$ cat src/rtl/pipe_control.sv
// ID/EX pipeline control: opcode decode, load-use hazard detection,
// ID/EX control register with flush/hold priority and a stall counter.
module pipe_control #(
    parameter int REG_AW = 5,
    parameter int CNT_W  = 8
) (
    input  logic              clk_i,
    input  logic              rst_i,
    input  logic              id_valid_i,
    input  logic [6:0]        opcode_i,
    input  logic [REG_AW-1:0] rs1_i,
    input  logic [REG_AW-1:0] rs2_i,
    input  logic [REG_AW-1:0] rd_i,
    input  logic              ex_hold_i,
    input  logic              flush_i,
    output logic              ex_valid_o,
    output logic [1:0]        ex_aluop_o,
    output logic              ex_alusrc_o,
    output logic              ex_regwrite_o,
    output logic              ex_memread_o,
    output logic              ex_memwrite_o,
    output logic              ex_memtoreg_o,
    output logic              ex_branch_o,
    output logic [REG_AW-1:0] ex_rd_o,
    output logic              hazard_stall_o,
    output logic              illegal_o,
    output logic [CNT_W-1:0]  stall_cnt_o
);

    localparam logic [6:0] OP_R  = 7'b0110011;
    localparam logic [6:0] OP_I  = 7'b0010011;
    localparam logic [6:0] OP_LD = 7'b0000011;
    localparam logic [6:0] OP_ST = 7'b0100011;
    localparam logic [6:0] OP_BR = 7'b1100011;

    typedef struct packed {
        logic [1:0] aluop;
        logic       alusrc;
        logic       regwrite;
        logic       memread;
        logic       memwrite;
        logic       memtoreg;
        logic       branch;
    } ctrl_t;

    logic op_r;
    logic op_i;
    logic op_ld;
    logic op_st;
    logic op_br;

    ctrl_t dec_ctrl;
    logic  dec_legal;
    logic  use_rs1;
    logic  use_rs2;

    logic              ex_valid_q;
    logic              ex_valid_d;
    ctrl_t             ex_ctrl_q;
    ctrl_t             ex_ctrl_d;
    logic [REG_AW-1:0] ex_rd_q;
    logic [REG_AW-1:0] ex_rd_d;
    logic              illegal_q;
    logic              illegal_d;
    logic [CNT_W-1:0]  stall_cnt_q;
    logic [CNT_W-1:0]  stall_cnt_d;

    logic rs1_hit;
    logic rs2_hit;
    logic hazard;
    logic load_slot;

    assign op_r  = (opcode_i == OP_R);
    assign op_i  = (opcode_i == OP_I);
    assign op_ld = (opcode_i == OP_LD);
    assign op_st = (opcode_i == OP_ST);
    assign op_br = (opcode_i == OP_BR);

    always_comb begin
        dec_ctrl  = '0;
        dec_legal = 1'b0;
        use_rs1   = 1'b0;
        use_rs2   = 1'b0;
        unique case (1'b1)
            op_r: begin
                dec_ctrl  = '{2'b10, 1'b0, 1'b1, 1'b0, 1'b0, 1'b0, 1'b0};
                dec_legal = 1'b1;
                use_rs1   = 1'b1;
                use_rs2   = 1'b1;
            end
            op_i: begin
                dec_ctrl  = '{2'b11, 1'b1, 1'b1, 1'b0, 1'b0, 1'b0, 1'b0};
                dec_legal = 1'b1;
                use_rs1   = 1'b1;
            end
            op_ld: begin
                dec_ctrl  = '{2'b00, 1'b1, 1'b1, 1'b1, 1'b0, 1'b1, 1'b0};
                dec_legal = 1'b1;
                use_rs1   = 1'b1;
            end
            op_st: begin
                dec_ctrl  = '{2'b00, 1'b1, 1'b0, 1'b0, 1'b1, 1'b0, 1'b0};
                dec_legal = 1'b1;
                use_rs1   = 1'b1;
                use_rs2   = 1'b1;
            end
            op_br: begin
                dec_ctrl  = '{2'b01, 1'b0, 1'b0, 1'b0, 1'b0, 1'b0, 1'b1};
                dec_legal = 1'b1;
                use_rs1   = 1'b1;
                use_rs2   = 1'b1;
            end
            default: ;
        endcase
    end

    // ex_rd_q is already zero for non-writing instructions and bubbles
    assign rs1_hit = use_rs1 && (rs1_i == ex_rd_q);
    assign rs2_hit = use_rs2 && (rs2_i == ex_rd_q);
    assign hazard  = ex_valid_q && ex_ctrl_q.memread && (ex_rd_q != '0)
                     && id_valid_i && (rs1_hit || rs2_hit);

    assign hazard_stall_o = hazard && !flush_i && !ex_hold_i;
    assign load_slot      = !flush_i && !ex_hold_i && !hazard;

    always_comb begin
        ex_valid_d = 1'b0;
        ex_ctrl_d  = '0;
        ex_rd_d    = '0;
        if (!flush_i && ex_hold_i) begin
            ex_valid_d = ex_valid_q;
            ex_ctrl_d  = ex_ctrl_q;
            ex_rd_d    = ex_rd_q;
        end else if (load_slot && id_valid_i) begin
            ex_valid_d = 1'b1;
            ex_ctrl_d  = dec_ctrl;
            ex_rd_d    = dec_ctrl.regwrite ? rd_i : '0;
        end
    end

    assign illegal_d = load_slot && id_valid_i && !dec_legal;

    always_comb begin
        stall_cnt_d = stall_cnt_q;
        if (hazard_stall_o && (stall_cnt_q != '1)) begin
            stall_cnt_d = stall_cnt_q + CNT_W'(1);
        end
    end

    always_ff @(posedge clk_i or negedge rst_i) begin
        if (!rst_i) begin
            ex_valid_q  <= 1'b0;
            ex_ctrl_q   <= '0;
            ex_rd_q     <= '0;
            illegal_q   <= 1'b0;
            stall_cnt_q <= '0;
        end else begin
            ex_valid_q  <= ex_valid_d;
            ex_ctrl_q   <= ex_ctrl_d;
            ex_rd_q     <= ex_rd_d;
            illegal_q   <= illegal_d;
            stall_cnt_q <= stall_cnt_d;
        end
    end

    assign ex_valid_o    = ex_valid_q;
    assign ex_aluop_o    = ex_ctrl_q.aluop;
    assign ex_alusrc_o   = ex_ctrl_q.alusrc;
    assign ex_regwrite_o = ex_ctrl_q.regwrite;
    assign ex_memread_o  = ex_ctrl_q.memread;
    assign ex_memwrite_o = ex_ctrl_q.memwrite;
    assign ex_memtoreg_o = ex_ctrl_q.memtoreg;
    assign ex_branch_o   = ex_ctrl_q.branch;
    assign ex_rd_o       = ex_rd_q;
    assign illegal_o     = illegal_q;
    assign stall_cnt_o   = stall_cnt_q;

endmodule
$ cat config.mk
export PLATFORM = sky130hd
export DESIGN_NAME = pipe_control
export DESIGN_NICKNAME = d
export VERILOG_FILES = /design/src/rtl/pipe_control.sv
export SDC_FILE = /design/constraint.sdc
export NUM_CORES = 1
export LEC_CHECK = 0
export ABC_AREA = 1
export BUFFER_PORTS_ARGS = -buffer_cell sky130_fd_sc_hd__buf_2
export CELL_PAD_IN_SITES_DETAIL_PLACEMENT = 1
export CELL_PAD_IN_SITES_GLOBAL_PLACEMENT = 2
export CORE_MARGIN = 2
export CORE_UTILIZATION = 27
export CTS_CLUSTER_SIZE = 16
export DETAILED_ROUTE_END_ITERATION = 7
export PLACE_DENSITY = 0.76
export SYNTH_ARGS = -nofsm -noshare
export SYNTH_HDL_FRONTEND = slang
export SYNTH_SLANG_ARGS = --single-unit
$ cat constraint.sdc
create_clock -name clk_i -period 2 [get_ports clk_i]
set_input_delay 0.3 -clock clk_i [delete_from_list [all_inputs] [get_ports clk_i]]
set_output_delay 0.3 -clock clk_i [all_outputs]
set_load 0.01 [all_outputs]
# ---- Yosys cells after proc, flatten, opt, wreduce, memory -nomap -nowiden
# Cells that the tools add are included.
dict set report word_totals {
  reg_bits 23
  input_bits 27
  output_inout_bits 24
  word_cells 49
}
dict set report op_classes {
  n_addsub 1
  n_eq_ne 8
  muxes 7
  reduce_logical 22
}
# operator n
set op_table {}
lappend op_table {{one-hot mux 8 bit (5 select lines)} 1}
lappend op_table {{equality test 7 x 6 -> 1 bit, second input constant} 2}
lappend op_table {{logical AND 1 bit} 14}
lappend op_table {{equality test 5 bit} 2}
lappend op_table {{2-to-1 mux 5 bit} 2}
lappend op_table {{adder 8 x 1 -> 8 bit, second input constant} 1}
lappend op_table {{2-to-1 mux 8 bit} 1}
lappend op_table {{!= test 8 bit, second input constant} 1}
lappend op_table {{equality test 7 x 2 -> 1 bit, second input constant} 1}
lappend op_table {{equality test 7 x 5 -> 1 bit, second input constant} 1}
lappend op_table {{equality test 7 bit, second input constant} 1}
lappend op_table {{nonzero test 5 bit} 1}
lappend op_table {{OR reduction 5 bit} 1}
lappend op_table {{logical NOT 1 bit} 4}
lappend op_table {{2-to-1 mux 1 bit} 3}
lappend op_table {{OR reduction 3 bit} 1}
lappend op_table {{logical OR 1 bit} 1}

# ---- Logic depth before layout (Yosys ltp)
dict set report depth {
  depth_word 10
  ltp_mapped 12
  mapped_depth_nobuf 12
}

# ---- Worst setup path before layout
# OpenSTA, ideal clock, no wires.
dict set report synth_timing {
  path_kind {reg-to-output}
  start {register ex_rd_q[2], in the netlist ex_rd_o[2]}
  end {output port hazard_stall_o}
  arrival_time_ns 1.138
  required_ns 1.700
  setup_slack_ns 0.562
  path_stages_with_launch 8
  n_path_buf 0
  path_cell_list {dfrtp_1 -> xnor2_1 -> nand2_1 -> nor2_2 -> nand3_2 -> nand2_4 -> nand2_4 -> nor2_4}
}
dict set report synth_between {
  elab_chain_cells 6
  word_cells_on_any_way 11
  cone_classes {eq/ne (2); reduce/logical (9)}
}
# item line
set synth_lines {}
lappend synth_lines {{start, declared} 61} ;# logic [REG_AW-1:0] ex_rd_q;
lappend synth_lines {{start signal, assigned} 160} ;# ex_rd_q <= ex_rd_d;
lappend synth_lines {{equality test 5 bit (tied with other cells)} 118} ;# assign rs1_hit = use_rs1 && (rs1_i == ex_rd_q);
lappend synth_lines {{logical AND 1 bit, on equally long branches} {118, 119, 120}}
lappend synth_lines {{logical OR 1 bit / logical AND 1 bit (equally long branches)} 121} ;# && id_valid_i && (rs1_hit || rs2_hit);
lappend synth_lines {{logical AND 1 bit (*)} 121}
lappend synth_lines {{logical AND 1 bit (*) (2 in series)} 123} ;# assign hazard_stall_o = hazard && !flush_i && !ex_hold_i;
lappend synth_lines {{end, declared} 25} ;# output logic hazard_stall_o,
# Every way passes the cells marked *; elsewhere a longest branch is shown, timed or not.

# ---- Final worst setup path
dict set report layout_timing {
  start {register ex_rd_q[3], in the netlist ex_rd_o[3]}
  end {output port hazard_stall_o}
}
# Same word-level chain as after synthesis.

==> impl_metrics.json <==
{
  "netlist_area_um2": 1510,
  "rows": 27,
  "ys_warn_count": 0,
  "first_iter_violations": 29,
  "initial_utilization_pct": 27.7,
  "synth_edf_count": 0,
  "p_per_area_nw_per_um2": 497,
  "drv_cap": 0,
  "slew_headroom_pct": 65.0,
  "nNetsFinal": 293,
  "yosysTopAreaCellShare_pct": 36.5,
  "critPathMaxFanout": 6,
  "yosysMostFrequentCell": "nand2_1",
  "yosysTopAreaCell": "dfrtp_1",
  "syn_nets": 236,
  "multi_input_area_um2": 813,
  "regToRegSetupSlack_ns": 0.35,
  "avgViaCountPerCell": 4.53,
  "vias": 1521,
  "synth_seq_cells": 22,
  "reg2reg_to": "stall_cnt_o[3]",
  "hold_violations": 0,
  "synth_commonest_cells": "nand2_1, inv_1, nand3_1, dfrtp_1, nor2_1",
  "ys_seq_area_share_pct": 36.5,
  "clockBufferDepth": 2,
  "antenna_cells": 0,
  "finalSetupViolations": 0,
  "synthTopCellsByArea": "dfrtp_1, nand2_1, inv_1",
  "coreArea_um2": 5440,
  "regArea_um2": 553,
  "drc": 0,
  "fin_crit_sh_pct": 97.0,
  "worst_r2r_path_depth": 12,
  "synth_cells": 208,
  "layout-area-overhead-vs-synth_pct": 31.1,
  "start_kind": "flop",
  "hold_ws_ns": 0.00285,
  "rsz0062_at_grt": "true",
  "grtUsageTotal_pct": 14.7,
  "cts_hold_buf": 0,
  "required_ns": 1.70,
  "ir_drop_uv": 199,
  "critPathCaptureType": "output port",
  "finalPower_uw": 983,
  "grt.overflow.total": 0,
  "worst_slew_pin_slew_ns": 0.525,
  "num-fill-cells": 713,
  "async_flop_share_pct": 100,
  "place_hpwl_mm": 3.44,
  "p_leak_uw": 0.00107,
  "pin_count": 51,
  "report.final.slew_viol_count": 0,
  "synth_flop_cell": "dfrtp_1",
  "layout-drive-gt1-share_pct": 34.5,
  "antenna_found_initial": 0,
  "synth_area_per_cell_um2": 7.25,
  "die-area_um2": 6200,
  "worstReg2RegStart": "ex_rd_o[3]",
  "grt_pass1_vias": 1635,
  "hp-class": "primary input to async pin",
  "clk_pin_slew_worst_paths_ns": 0.09,
  "antenna_left": 0,
  "cts_num_sinks": 22,
  "clock_latency_ns": 0.26,
  "period_needed_ns": 1.94,
  "max_freq_ghz": 0.515,
  "critPathKind": "flop to output port",
  "die_h_um": 78.7,
  "port_buffers": 50,
  "numCtsBuffers": 3,
  "root_buffer": "clkbuf_8",
  "wire_per_inst_um": 12.6,
  "h-tree-depth": 1,
  "cp.arrival_ns": 1.64,
  "drt-pass1-iter-count": 4,
  "grt_max_degree": 23,
  "gp_routability_congestion": 0.732,
  "cts_tree": "done",
  "outcome": "finished, final reports clean",
  "utilization_pct": 36.3,
  "fp.dieW_um": 78.7,
  "wl_mm": 4.23,
  "grt_pass1_wl_mm": 7.35,
  "synth_cell_types": 31,
  "skew_ns": 0.00323
}
## repair_timing
action                                 CTS  global route
resized for setup                        1             7
endpoints found under the hold margin    0             0
pin swaps                                0             6
setup endpoints to repair                1             1
setup buffers                            0             5
## routing by layer
layer  track usage (%)  vias to the layer above  routed length [µm]
met5                 0                        -                   0
met4              3.68                        0                  38
met3              1.59                        2                 165
met2              25.8                       32                2080
met1              19.3                      720                1950
li1                  -                      767                   -
## metrics by stage
stage	area, µm²	setup WS [ns]	instances	setup TNS (ns)
after floorplan	1510	0.562	208	0
after global placement	1830	0.324	327	0
after detailed placement	1830	0.295	327	0
after CTS	1910	0.0349	331	0
after global routing	1980	-0.0503	336	-0.0503
final	1980	0.0593	336	0
## critical path: stages, from the launching register on
cell and delay [ns]:
dfrtp_1 0.44, inv_2 0.10, nand2_1 0.07, nand2_1 0.05, clkinv_1 0.05, nand2_2 0.06
nor2_4 0.11, nand3_2 0.10, nand2_4 0.11, nand2_8 0.07, nor2_4 0.12, buf_6 0.11
## how the worst max path moves through the flow
stage | start | end | slack (ns) | depth (start not counted)
3_3_place_gp | opcode_i[2] | hazard_stall_o | 0.32 | 11
5_1_grt | ex_rd_o[3] | hazard_stall_o | -0.05 | 11
6_report | ex_rd_o[3] | hazard_stall_o | 0.06 | 11
3_5_place_dp | opcode_i[2] | hazard_stall_o | 0.30 | 11
2_1_floorplan | ex_rd_o[2] | hazard_stall_o | 0.56 | 7
4_1_cts | ex_rd_o[2] | hazard_stall_o | 0.03 | 11
## registers in the layout, summed over array words and instances, names as in the netlist
register       flops
ex_aluop_o         2
ex_alusrc_o        1
ex_branch_o        1
ex_memread_o       1
ex_memwrite_o      1
ex_rd_o            5
ex_regwrite_o      1
ex_valid_o         1
illegal_o          1
stall_cnt_o        8
## placed cells by master, fill, tap and decap left out, drive strengths merged
| cell type | Yosys | routed |
|---|---|---|
| and3 | 1 | 1 |
| dfrtp | 22 | 22 |
| nor2 | 24 | 24 |
| o21bai | 6 | 6 |
| a31oi | 1 | 1 |
| o22ai | 6 | 6 |
| clkinv | 1 | 1 |
| o21ai | 5 | 5 |
| xor2 | 3 | 3 |
| bufinv | 0 | 1 |
| nand3 | 27 | 27 |
| a21oi | 2 | 2 |
| buf | 1 | 55 |
| nor3 | 1 | 1 |
| and2 | 1 | 1 |
| nand4 | 5 | 5 |
| nand2 | 56 | 56 |
| ha | 1 | 1 |
| clkbuf | 2 | 3 |
| inv | 39 | 39 |
| nand3b | 1 | 1 |
| xnor2 | 3 | 3 |
## kinds of logic after synthesis
group / count (synthesis) / share of synthesized area, %
DFF: 22 / 36.5
AOI/OAI and AO/OA: 20 / 8.46
buffers and inverters: 43 / 11.3
and+or+nand+nor: 116 / 39.4
adders and majority gates: 1 / 0.830
xor gates and xnor gates: 6 / 3.49
## where the power goes
group          total [µW]  leakage (µW)  internal [µW]  switching [µW]
Combinational         109      0.000773           40.1            69.2
Clock                 425     0.0000357            267             157
Sequential            449      0.000266            447            1.76
## area by class of cell
| cell class | count | share of cell area, % |
|---|---|---|
| sequential | 22 | 28.0 |
| inverter | 40 | 7.85 |
| multi-input combinational | 143 | 41.1 |
| clock inverter | 1 | 1.52 |
| tap | 72 | 4.56 |
| timing repair buffer | 55 | 14.9 |
| clock buffer | 3 | 2.09 |
Power figures use the tool's default switching activity.
